`src/rtl/rsdec_syn.sv`:
```
// Reed-Solomon RS(255,223) syndrome calculator over GF(2^8), poly 0x187.
// Evaluates the received polynomial at alpha^0..alpha^31 with one Horner
// step per accepted byte (highest-degree coefficient first), then latches
// the 32 syndromes into an output bank once the 255th byte has been accepted.
module rsdec_syn (
    input  logic       clk,
    input  logic       clr,
    input  logic       enable,
    input  logic [7:0] din,
    input  logic       din_valid,
    input  logic       din_sop,
    output logic [7:0] syndrome0,
    output logic [7:0] syndrome1,
    output logic [7:0] syndrome2,
    output logic [7:0] syndrome3,
    output logic [7:0] syndrome4,
    output logic [7:0] syndrome5,
    output logic [7:0] syndrome6,
    output logic [7:0] syndrome7,
    output logic [7:0] syndrome8,
    output logic [7:0] syndrome9,
    output logic [7:0] syndrome10,
    output logic [7:0] syndrome11,
    output logic [7:0] syndrome12,
    output logic [7:0] syndrome13,
    output logic [7:0] syndrome14,
    output logic [7:0] syndrome15,
    output logic [7:0] syndrome16,
    output logic [7:0] syndrome17,
    output logic [7:0] syndrome18,
    output logic [7:0] syndrome19,
    output logic [7:0] syndrome20,
    output logic [7:0] syndrome21,
    output logic [7:0] syndrome22,
    output logic [7:0] syndrome23,
    output logic [7:0] syndrome24,
    output logic [7:0] syndrome25,
    output logic [7:0] syndrome26,
    output logic [7:0] syndrome27,
    output logic [7:0] syndrome28,
    output logic [7:0] syndrome29,
    output logic [7:0] syndrome30,
    output logic [7:0] syndrome31,
    output logic       syn_valid,
    output logic       syn_nz,
    output logic       busy
);

    localparam logic [7:0] LAST_IDX = 8'd254;

    // Multiply by alpha: shift left, fold x^8 back in as x^7+x^2+x+1.
    function automatic logic [7:0] xtime(input logic [7:0] a);
        return {a[6:0], 1'b0} ^ (a[7] ? 8'h87 : 8'h00);
    endfunction

    // Multiply by the constant alpha^j; j is a loop constant at every call
    // site, so this flattens into a fixed XOR network per syndrome.
    function automatic logic [7:0] mul_apow(input logic [7:0] a, input int j);
        logic [7:0] r;
        r = a;
        for (int k = 0; k < 31; k++) begin
            if (k < j) r = xtime(r);
        end
        return r;
    endfunction

    logic [7:0] acc_q [32];
    logic [7:0] acc_d [32];
    logic [7:0] syn_q [32];
    logic [7:0] syn_d [32];
    logic [7:0] cnt_q, cnt_d;
    logic       syn_valid_q, syn_valid_d;
    logic       syn_nz_q, syn_nz_d;
    logic       first_byte;
    logic       last_byte;
    logic       nz_any;

    // Horner update, byte counter and bank capture on the 255th byte.
    always_comb begin
        first_byte  = (cnt_q == 8'd0) || din_sop;
        last_byte   = enable && din_valid && !din_sop && (cnt_q == LAST_IDX);
        cnt_d       = cnt_q;
        syn_valid_d = 1'b0;
        syn_nz_d    = syn_nz_q;
        nz_any      = 1'b0;
        for (int j = 0; j < 32; j++) begin
            acc_d[j] = acc_q[j];
            syn_d[j] = syn_q[j];
        end

        if (!enable) begin
            cnt_d = 8'd0;
            for (int j = 0; j < 32; j++) acc_d[j] = 8'h00;
        end else if (din_valid) begin
            for (int j = 0; j < 32; j++) begin
                acc_d[j] = first_byte ? din : (mul_apow(acc_q[j], j) ^ din);
            end
            if (din_sop)                 cnt_d = 8'd1;
            else if (cnt_q == LAST_IDX)  cnt_d = 8'd0;
            else                         cnt_d = cnt_q + 8'd1;
        end

        for (int j = 0; j < 32; j++) nz_any = nz_any | (|acc_d[j]);

        if (last_byte) begin
            syn_valid_d = 1'b1;
            syn_nz_d    = nz_any;
            for (int j = 0; j < 32; j++) syn_d[j] = acc_d[j];
        end
    end

    // State registers; clr wipes accumulators, counter and bank at once.
    always_ff @(posedge clk or posedge clr) begin
        if (clr) begin
            cnt_q       <= 8'd0;
            syn_valid_q <= 1'b0;
            syn_nz_q    <= 1'b0;
            for (int j = 0; j < 32; j++) begin
                acc_q[j] <= 8'h00;
                syn_q[j] <= 8'h00;
            end
        end else begin
            cnt_q       <= cnt_d;
            syn_valid_q <= syn_valid_d;
            syn_nz_q    <= syn_nz_d;
            for (int j = 0; j < 32; j++) begin
                acc_q[j] <= acc_d[j];
                syn_q[j] <= syn_d[j];
            end
        end
    end

    assign syn_valid  = syn_valid_q;
    assign syn_nz     = syn_nz_q;
    assign busy       = (cnt_q != 8'd0);

    assign syndrome0  = syn_q[0];
    assign syndrome1  = syn_q[1];
    assign syndrome2  = syn_q[2];
    assign syndrome3  = syn_q[3];
    assign syndrome4  = syn_q[4];
    assign syndrome5  = syn_q[5];
    assign syndrome6  = syn_q[6];
    assign syndrome7  = syn_q[7];
    assign syndrome8  = syn_q[8];
    assign syndrome9  = syn_q[9];
    assign syndrome10 = syn_q[10];
    assign syndrome11 = syn_q[11];
    assign syndrome12 = syn_q[12];
    assign syndrome13 = syn_q[13];
    assign syndrome14 = syn_q[14];
    assign syndrome15 = syn_q[15];
    assign syndrome16 = syn_q[16];
    assign syndrome17 = syn_q[17];
    assign syndrome18 = syn_q[18];
    assign syndrome19 = syn_q[19];
    assign syndrome20 = syn_q[20];
    assign syndrome21 = syn_q[21];
    assign syndrome22 = syn_q[22];
    assign syndrome23 = syn_q[23];
    assign syndrome24 = syn_q[24];
    assign syndrome25 = syn_q[25];
    assign syndrome26 = syn_q[26];
    assign syndrome27 = syn_q[27];
    assign syndrome28 = syn_q[28];
    assign syndrome29 = syn_q[29];
    assign syndrome30 = syn_q[30];
    assign syndrome31 = syn_q[31];

endmodule

```
`config.mk`:
```
export PLATFORM = sky130hd
export DESIGN_NAME = rsdec_syn
export DESIGN_NICKNAME = d
export VERILOG_FILES = /design/src/rtl/rsdec_syn.sv
export SDC_FILE = /design/constraint.sdc
export NUM_CORES = 2
export LEC_CHECK = 0
export ABC_AREA = 1
export BUFFER_PORTS_ARGS = -buffer_cell sky130_fd_sc_hd__buf_4
export CAP_MARGIN = 10
export CORE_MARGIN = 3
export CORE_UTILIZATION = 51
export CTS_CLUSTER_DIAMETER = 100
export CTS_CLUSTER_SIZE = 25
export DETAILED_ROUTE_END_ITERATION = 7
export GPL_TIMING_DRIVEN = 0
export PLACE_DENSITY_LB_ADDON = 0.08
export SETUP_SLACK_MARGIN = 0.1
export SYNTH_ARGS = -nofsm -noshare
export SYNTH_HDL_FRONTEND = slang
export SYNTH_SLANG_ARGS = --single-unit
```
`constraint.sdc`:
```
create_clock -name clk -period 37 [get_ports clk]
set_input_delay 5.55 -clock clk [delete_from_list [all_inputs] [get_ports clk]]
set_output_delay 5.55 -clock clk [all_outputs]
set_load 0.01 [all_outputs]
```
# After elaboration in Yosys (flattened, before gate mapping)
# Index checks and enable logic that the tools add are counted.
[totals]
ff_bits = 522
in_bits = 13
out_inout_bits = 259
wordCells = 2195
[op_classes]
n_bitwise = 559
n_eq_ne = 2
add_sub_neg = 1
n_reduce_logical = 39
mux = 1527
[ops]
columns = ["op", "count"]
rows = [
  ["$mux W8", 1524],
  ["$xor A8 B8 Y8", 528],
  ["$mux W256", 2],
  ["$reduce_or A8 Y1", 32],
  ["$or A1 B1 Y1", 31],
  ["$add A8 B1 Y8 const B", 1],
  ["$eq A8 B8 Y1 const B", 1],
  ["$logic_not A8 Y1", 1],
  ["$reduce_bool A8 Y1", 1],
  ["$logic_and A1 B1 Y1", 3],
  ["$ne A2 B1 Y1 const B", 1],
  ["$logic_not A1 Y1", 1],
  ["$logic_or A1 B1 Y1", 1],
  ["$mux W1", 1],
]

# Longest topological paths before layout
[depth]
word_depth = 160
mapped_depth = 47
mapped_depth_nobuf = 46

# Worst setup path before layout
# OpenSTA, ideal clock, no wires.
[synth_path]
path_type = "input to register"
from = "input port enable"
to = "register syn_nz_q, in the netlist syn_nz"
setup_time_ns = 0.071
stages = 22
arrival_time_ns = 8.706
setup_slack_ns = 28.222
cell_sequence = "clkbuf_1 inv_1 nor2_1 buf_2 buf_2 buf_2 buf_1 buf_1 buf_2 buf_2 buf_2 dlygate4sd1_1 nand2_1 nand3_1 nor2_1 nand3_1 nor2_1 nand3_1 nor2_1 nand3_1 nor2_1 nor2_1"
[synth_between]
elab_chain_cells = 33
word_cells_on_any_way = 67
cone_classes = "mux: 1; bitwise: 31; reduce/logical: 35"
[synth_rtl]
columns = ["element", "line", "rtl"]
rows = [
  ["start: declaration", "8", "input logic enable,"],
  ["$mux W256", "91", "if (!enable) begin"],
  ["$reduce_or A8 Y1", "103", "for (int j = 0; j < 32; j++) nz_any = nz_any | (|acc_d[j]);"],
  ["$or A1 B1 Y1 (31 in series)", "103", ""],
  ["end signal: assignment", "125", "syn_nz_q <= syn_nz_d;"],
  ["end: declaration", "73", "logic syn_nz_q, syn_nz_d;"],
]
# Parallel ways exist; a longest one is shown, timed or not.
# A chain may end at the register's enable or synchronous reset.

# Worst setup path after layout
[layout_path]
from = "input port din_sop"
to = "register syn_nz_q, in the netlist syn_nz"
[layout_between]
elab_chain_cells = 36
word_cells_on_any_way = 101
cone_classes = "mux: 34; bitwise: 31; reduce/logical: 36"
[layout_rtl]
columns = ["element", "line", "rtl"]
rows = [
  ["start: declaration", "11", "input logic din_sop,"],
  ["$logic_or A1 B1 Y1", "80", "first_byte = (cnt_q == 8'd0) || din_sop;"],
  ["$mux W8", "96", "acc_d[j] = first_byte ? din : (mul_apow(acc_q[j], j) ^ din);"],
  ["$mux W256", "94", "end else if (din_valid) begin"],
  ["$mux W256", "91", ""],
  ["$reduce_or A8 Y1", "103", ""],
  ["$or A1 B1 Y1 (31 in series)", "103", ""],
]
# Parallel ways exist; a longest one is shown, timed or not.

==> out/results.txt <==
Count of vias placed by the detailed router: 40300. The startpoint identified for the worst hold timing path is syndrome30[1]. The clock arrives with 28.0 ps of skew. Before antenna repair, the detailed router went through 6 iterations.

Setup repair after global routing left no endpoint under its margin. The logs give 4568 for the count of routing violations after the opening detailed-route iteration and 0 for the number of design rule violations left after detail routing. In the routed layout, each cell is associated on average with a via count of 5.63.

The y dimension of the die was 282 um; the share of cells above drive strength 1 was 12.2%. The count of cells along the worst hold path was 2; the slew at the pin closest to its max-slew limit was 1410 ps. The part of the cycle the worst path needs came out at 31.1%. The global-route wire length before repair is 218000 um. The detail route stage leaves a number of antenna-violating nets equal to 0. The shortest clock period the worst path allows after layout was 11490 ps.

The tools report the endpoint with the worst hold slack as syndrome30[1]. STA classifies the critical path startpoint as an input pin. Hold buffer count at CTS: 0. The flow ran to the end, and the final reports show no timing, DRC or antenna violations.

The fraction of synthesis flops using an asynchronous set or reset pin was 100%; the total setup buffers inserted after CTS was 0. The routability congestion estimate was 0.999; the via count of the first global-routing pass was 36800. The run gives 1 as the CTS H-tree depth. The final-report max-slew violation count came out at 0. Flip-flop count of the largest register after layout: 256. In this run the standard cell core region covers 75100 um2.

The sequential fraction of the synthesis area is 33.5%, and the register cell area after layout is 13100 um2. Counting the fill cells in the layout gives 7349. In this run the worst hold path is classified as flip-flop to flip-flop.

The number of buffers added on ports is 263. The number of synthesized flops with an enable pin was 0. For the unique cell type count in the Yosys netlist, the log shows 53.

The number of max-capacitance violations reported is 0. The synthesized netlist net count is 5881, and the synthesized area per cell is 6.65 um2. Of all nets on the critical path, the largest fanout is 10. The data required time of the worst path came out at 37540 ps. Cells fill 57.8% of the core in the end.

The logs give 0 for the number of setup violations in the final report and 0 for the number of hold violations in the final report. The run gives 22800 um2 as the multi-input gate area in the final layout. Clock-pin slew on the worst setup and hold paths: 100 ps. The initial antenna violation count came out at 4. The tools report the starting density of the core as 51.9%.

The critical path start-end classification was input pin to flip-flop. The most used flip-flop cell after synthesis is sky130_fd_sc_hd__dfrtp_1. The sum of negative setup slack is 0 ps, and the source-to-sink clock delay at the later pin of the worst-skew pair is 660 ps.

For the clock sink count, the log shows 522. The die is 282 um wide. The wire-length estimate of the detail-placed layout is 109000 um.

Entering global routing, the biggest net connects 120 pins. 272 I/O pins were placed. The die covers 79800 um2.

The flop and latch count out of synthesis came out at 522. The overall routed net length was 146000 um. At the worst endpoint, the arrival time is 12030 ps. The total CTS buffers is 31. The kind of end point of the critical path is a flip-flop.

During synthesis, Yosys emitted a total of 0 warnings. TritonCTS built the clock tree. The net count of the finished layout is 6184.

Post-detailed-route wirelength per cell: 20.4 um. The register with the most flip-flops in the final layout is acc_q. The worst register-to-register path ends at syn_nz.

For the worst flop-to-flop path, the logic depth is 26. The row count is 100. Timing would allow up to 0.0870 GHz. The tools report the worst slew margin relative to its limit as 6.06%.

Total global routing track utilization: 35.8%. The reg-to-reg setup timing slack was 29740 ps; the instance count of the mapped netlist was 5865. After global routing the overflow that remains totals 0.

The tools report the post-cts resize count as 0. The tools report the reg-to-reg startpoint as cnt_q[0]. Relative to the synthesized area, the layout overhead comes to 11.4%.

The cell area that synthesis handed to floorplanning was 39000 um2. The cell sitting at the root of the clock tree is a sky130_fd_sc_hd__clkbuf_16. No sink is reached through more buffers than the 3 on the longest clock path.
[synth_stat cells (5+ instances only)]
| master | count | area [um2] |
|---|---|---|
| sky130_fd_sc_hd__inv_1 | 469 | 1760 |
| sky130_fd_sc_hd__o21ai_1 | 23 | 115 |
| sky130_fd_sc_hd__buf_2 | 61 | 305 |
| sky130_fd_sc_hd__nand2_1 | 2311 | 8670 |
| sky130_fd_sc_hd__o21ai_0 | 153 | 766 |
| sky130_fd_sc_hd__nand4_1 | 92 | 576 |
| sky130_fd_sc_hd__nor2_1 | 193 | 724 |
| sky130_fd_sc_hd__nand3b_1 | 57 | 428 |
| sky130_fd_sc_hd__clkbuf_1 | 115 | 432 |
| sky130_fd_sc_hd__buf_1 | 40 | 150 |
| sky130_fd_sc_hd__buf_4 | 12 | 90.1 |
| sky130_fd_sc_hd__dfrtp_1 | 522 | 13100 |
| sky130_fd_sc_hd__clkbuf_2 | 5 | 25.0 |
| sky130_fd_sc_hd__o22ai_1 | 9 | 56.3 |
| sky130_fd_sc_hd__clkbuf_8 | 9 | 124 |
| sky130_fd_sc_hd__nand2_2 | 160 | 1000 |
| sky130_fd_sc_hd__xnor2_1 | 116 | 1020 |
| sky130_fd_sc_hd__buf_6 | 5 | 56.3 |
| sky130_fd_sc_hd__or2_1 | 5 | 31.3 |
| sky130_fd_sc_hd__xor2_1 | 281 | 2460 |
| sky130_fd_sc_hd__inv_2 | 36 | 135 |
| sky130_fd_sc_hd__xnor3_1 | 8 | 180 |
| sky130_fd_sc_hd__xor2_2 | 7 | 114 |
| sky130_fd_sc_hd__or2_2 | 9 | 56.3 |
| sky130_fd_sc_hd__nand3_2 | 72 | 721 |
| sky130_fd_sc_hd__nor3_1 | 9 | 45.0 |
| sky130_fd_sc_hd__nand2_4 | 39 | 439 |
| sky130_fd_sc_hd__a21oi_1 | 40 | 200 |
| sky130_fd_sc_hd__nand3_1 | 964 | 4820 |
[cell families (layout without fill, tap and decap cells)]
group | Yosys count | count (layout) | synth area share, %
AND/OR/NAND/NOR | 3926 | 3926 | 45.4
buffers and inverters | 761 | 1083 | 8.02
flip-flops | 522 | 522 | 33.5
XOR/XNOR | 414 | 414 | 9.79
AO/OA/AOI/OAI | 239 | 239 | 3.19
adder cells (fa/ha/maj) | 3 | 3 | 0.0963
other | 0 | 4 | 0
[worst max path at each step]
stage | startpoint | to | slack [ps] | cells after the start
2_1_floorplan | clr | acc_q[0] | 16870 | 1
3_3_place_gp | clr | syndrome28[3] | 10340 | 2
3_5_place_dp | din_sop | syn_nz | 25140 | 23
4_1_cts | din_sop | syn_nz | 25820 | 23
5_1_grt | din_sop | syn_nz | 25430 | 23
6_report | din_sop | syn_nz | 25510 | 23
[per-layer routing]
layer,track usage [%],routed length [um],part of all wire (%)
met1,47.7,60200,41
met3,6.78,13900,9.5
met2,55.9,63800,44
met5,0,13,0.0089
met4,17.7,8190,5.6
[critical path: stages]
cell and delay (ps):
sky130_fd_sc_hd__buf_4 130, sky130_fd_sc_hd__nor2_1 390, sky130_fd_sc_hd__buf_2 340, sky130_fd_sc_hd__buf_2 310, sky130_fd_sc_hd__buf_2 370, sky130_fd_sc_hd__buf_2 350
sky130_fd_sc_hd__buf_2 380, sky130_fd_sc_hd__buf_2 380, sky130_fd_sc_hd__clkbuf_1 730, sky130_fd_sc_hd__buf_1 810, sky130_fd_sc_hd__nand3_1 150, sky130_fd_sc_hd__a31oi_1 700
sky130_fd_sc_hd__nand3_1 150, sky130_fd_sc_hd__nor2_1 130, sky130_fd_sc_hd__nand3_1 70, sky130_fd_sc_hd__nor2_1 260, sky130_fd_sc_hd__nand3_1 110, sky130_fd_sc_hd__nor2_1 130
sky130_fd_sc_hd__nand3_1 80, sky130_fd_sc_hd__nor2_1 150, sky130_fd_sc_hd__nand3_1 90, sky130_fd_sc_hd__nor2_1 160, sky130_fd_sc_hd__nor2_1 60
[per-stage QoR]
stage          setup WS, ps  instances  hold WS [ps]  area, um2
2_1_floorplan         16870       5865           468      39000
3_3_place_gp          10340       7097           465      42200
3_5_place_dp          25140       7103           466      42300
4_1_cts               25820       7155           491      43400
5_1_grt               25430       7158           498      43400
6_report              25510       7160           487      43400
[final cells by class]
| type | instances | share of cell area, % |
|---|---|---|
| flip-flops and latches | 522 | 30.1 |
| well taps | 969 | 2.79 |
| diodes | 4 | 0.0231 |
| clock buffers | 34 | 1.84 |
| inverters | 513 | 4.48 |
| repair buffers | 270 | 4.96 |
| clock inverters | 18 | 0.551 |
| plain buffers | 248 | 2.74 |
| multi-input cells | 4582 | 52.5 |
[placed cells by master (no fill, tap or decap), types with 5 or more instances in the layout]
cell	n
sky130_fd_sc_hd__o21ai_0	153
sky130_fd_sc_hd__xor2_2	7
sky130_fd_sc_hd__or2_1	5
sky130_fd_sc_hd__nand3_2	72
sky130_fd_sc_hd__dfrtp_1	522
sky130_fd_sc_hd__clkbuf_2	5
sky130_fd_sc_hd__inv_6	5
sky130_fd_sc_hd__nand3b_1	57
sky130_fd_sc_hd__inv_1	468
sky130_fd_sc_hd__nand2_4	39
sky130_fd_sc_hd__o22ai_1	9
sky130_fd_sc_hd__nor3_1	9
sky130_fd_sc_hd__buf_2	61
sky130_fd_sc_hd__xor2_1	281
sky130_fd_sc_hd__buf_6	5
sky130_fd_sc_hd__buf_1	40
sky130_fd_sc_hd__xnor2_1	116
sky130_fd_sc_hd__clkbuf_8	10
sky130_fd_sc_hd__o21ai_1	23
sky130_fd_sc_hd__xnor3_1	8
sky130_fd_sc_hd__inv_2	36
sky130_fd_sc_hd__clkbuf_16	31
sky130_fd_sc_hd__nand2_2	160
sky130_fd_sc_hd__nand3_1	964
sky130_fd_sc_hd__clkbuf_1	117
sky130_fd_sc_hd__nand2_1	2311
sky130_fd_sc_hd__a21oi_1	40
sky130_fd_sc_hd__buf_4	275
sky130_fd_sc_hd__or2_2	9
sky130_fd_sc_hd__nor2_1	192
sky130_fd_sc_hd__buf_16	6
sky130_fd_sc_hd__nand4_1	92
Power is left out: the tool's default activity adds up to more than one toggle a clock period on the data nets, which glitch-free logic cannot reach.
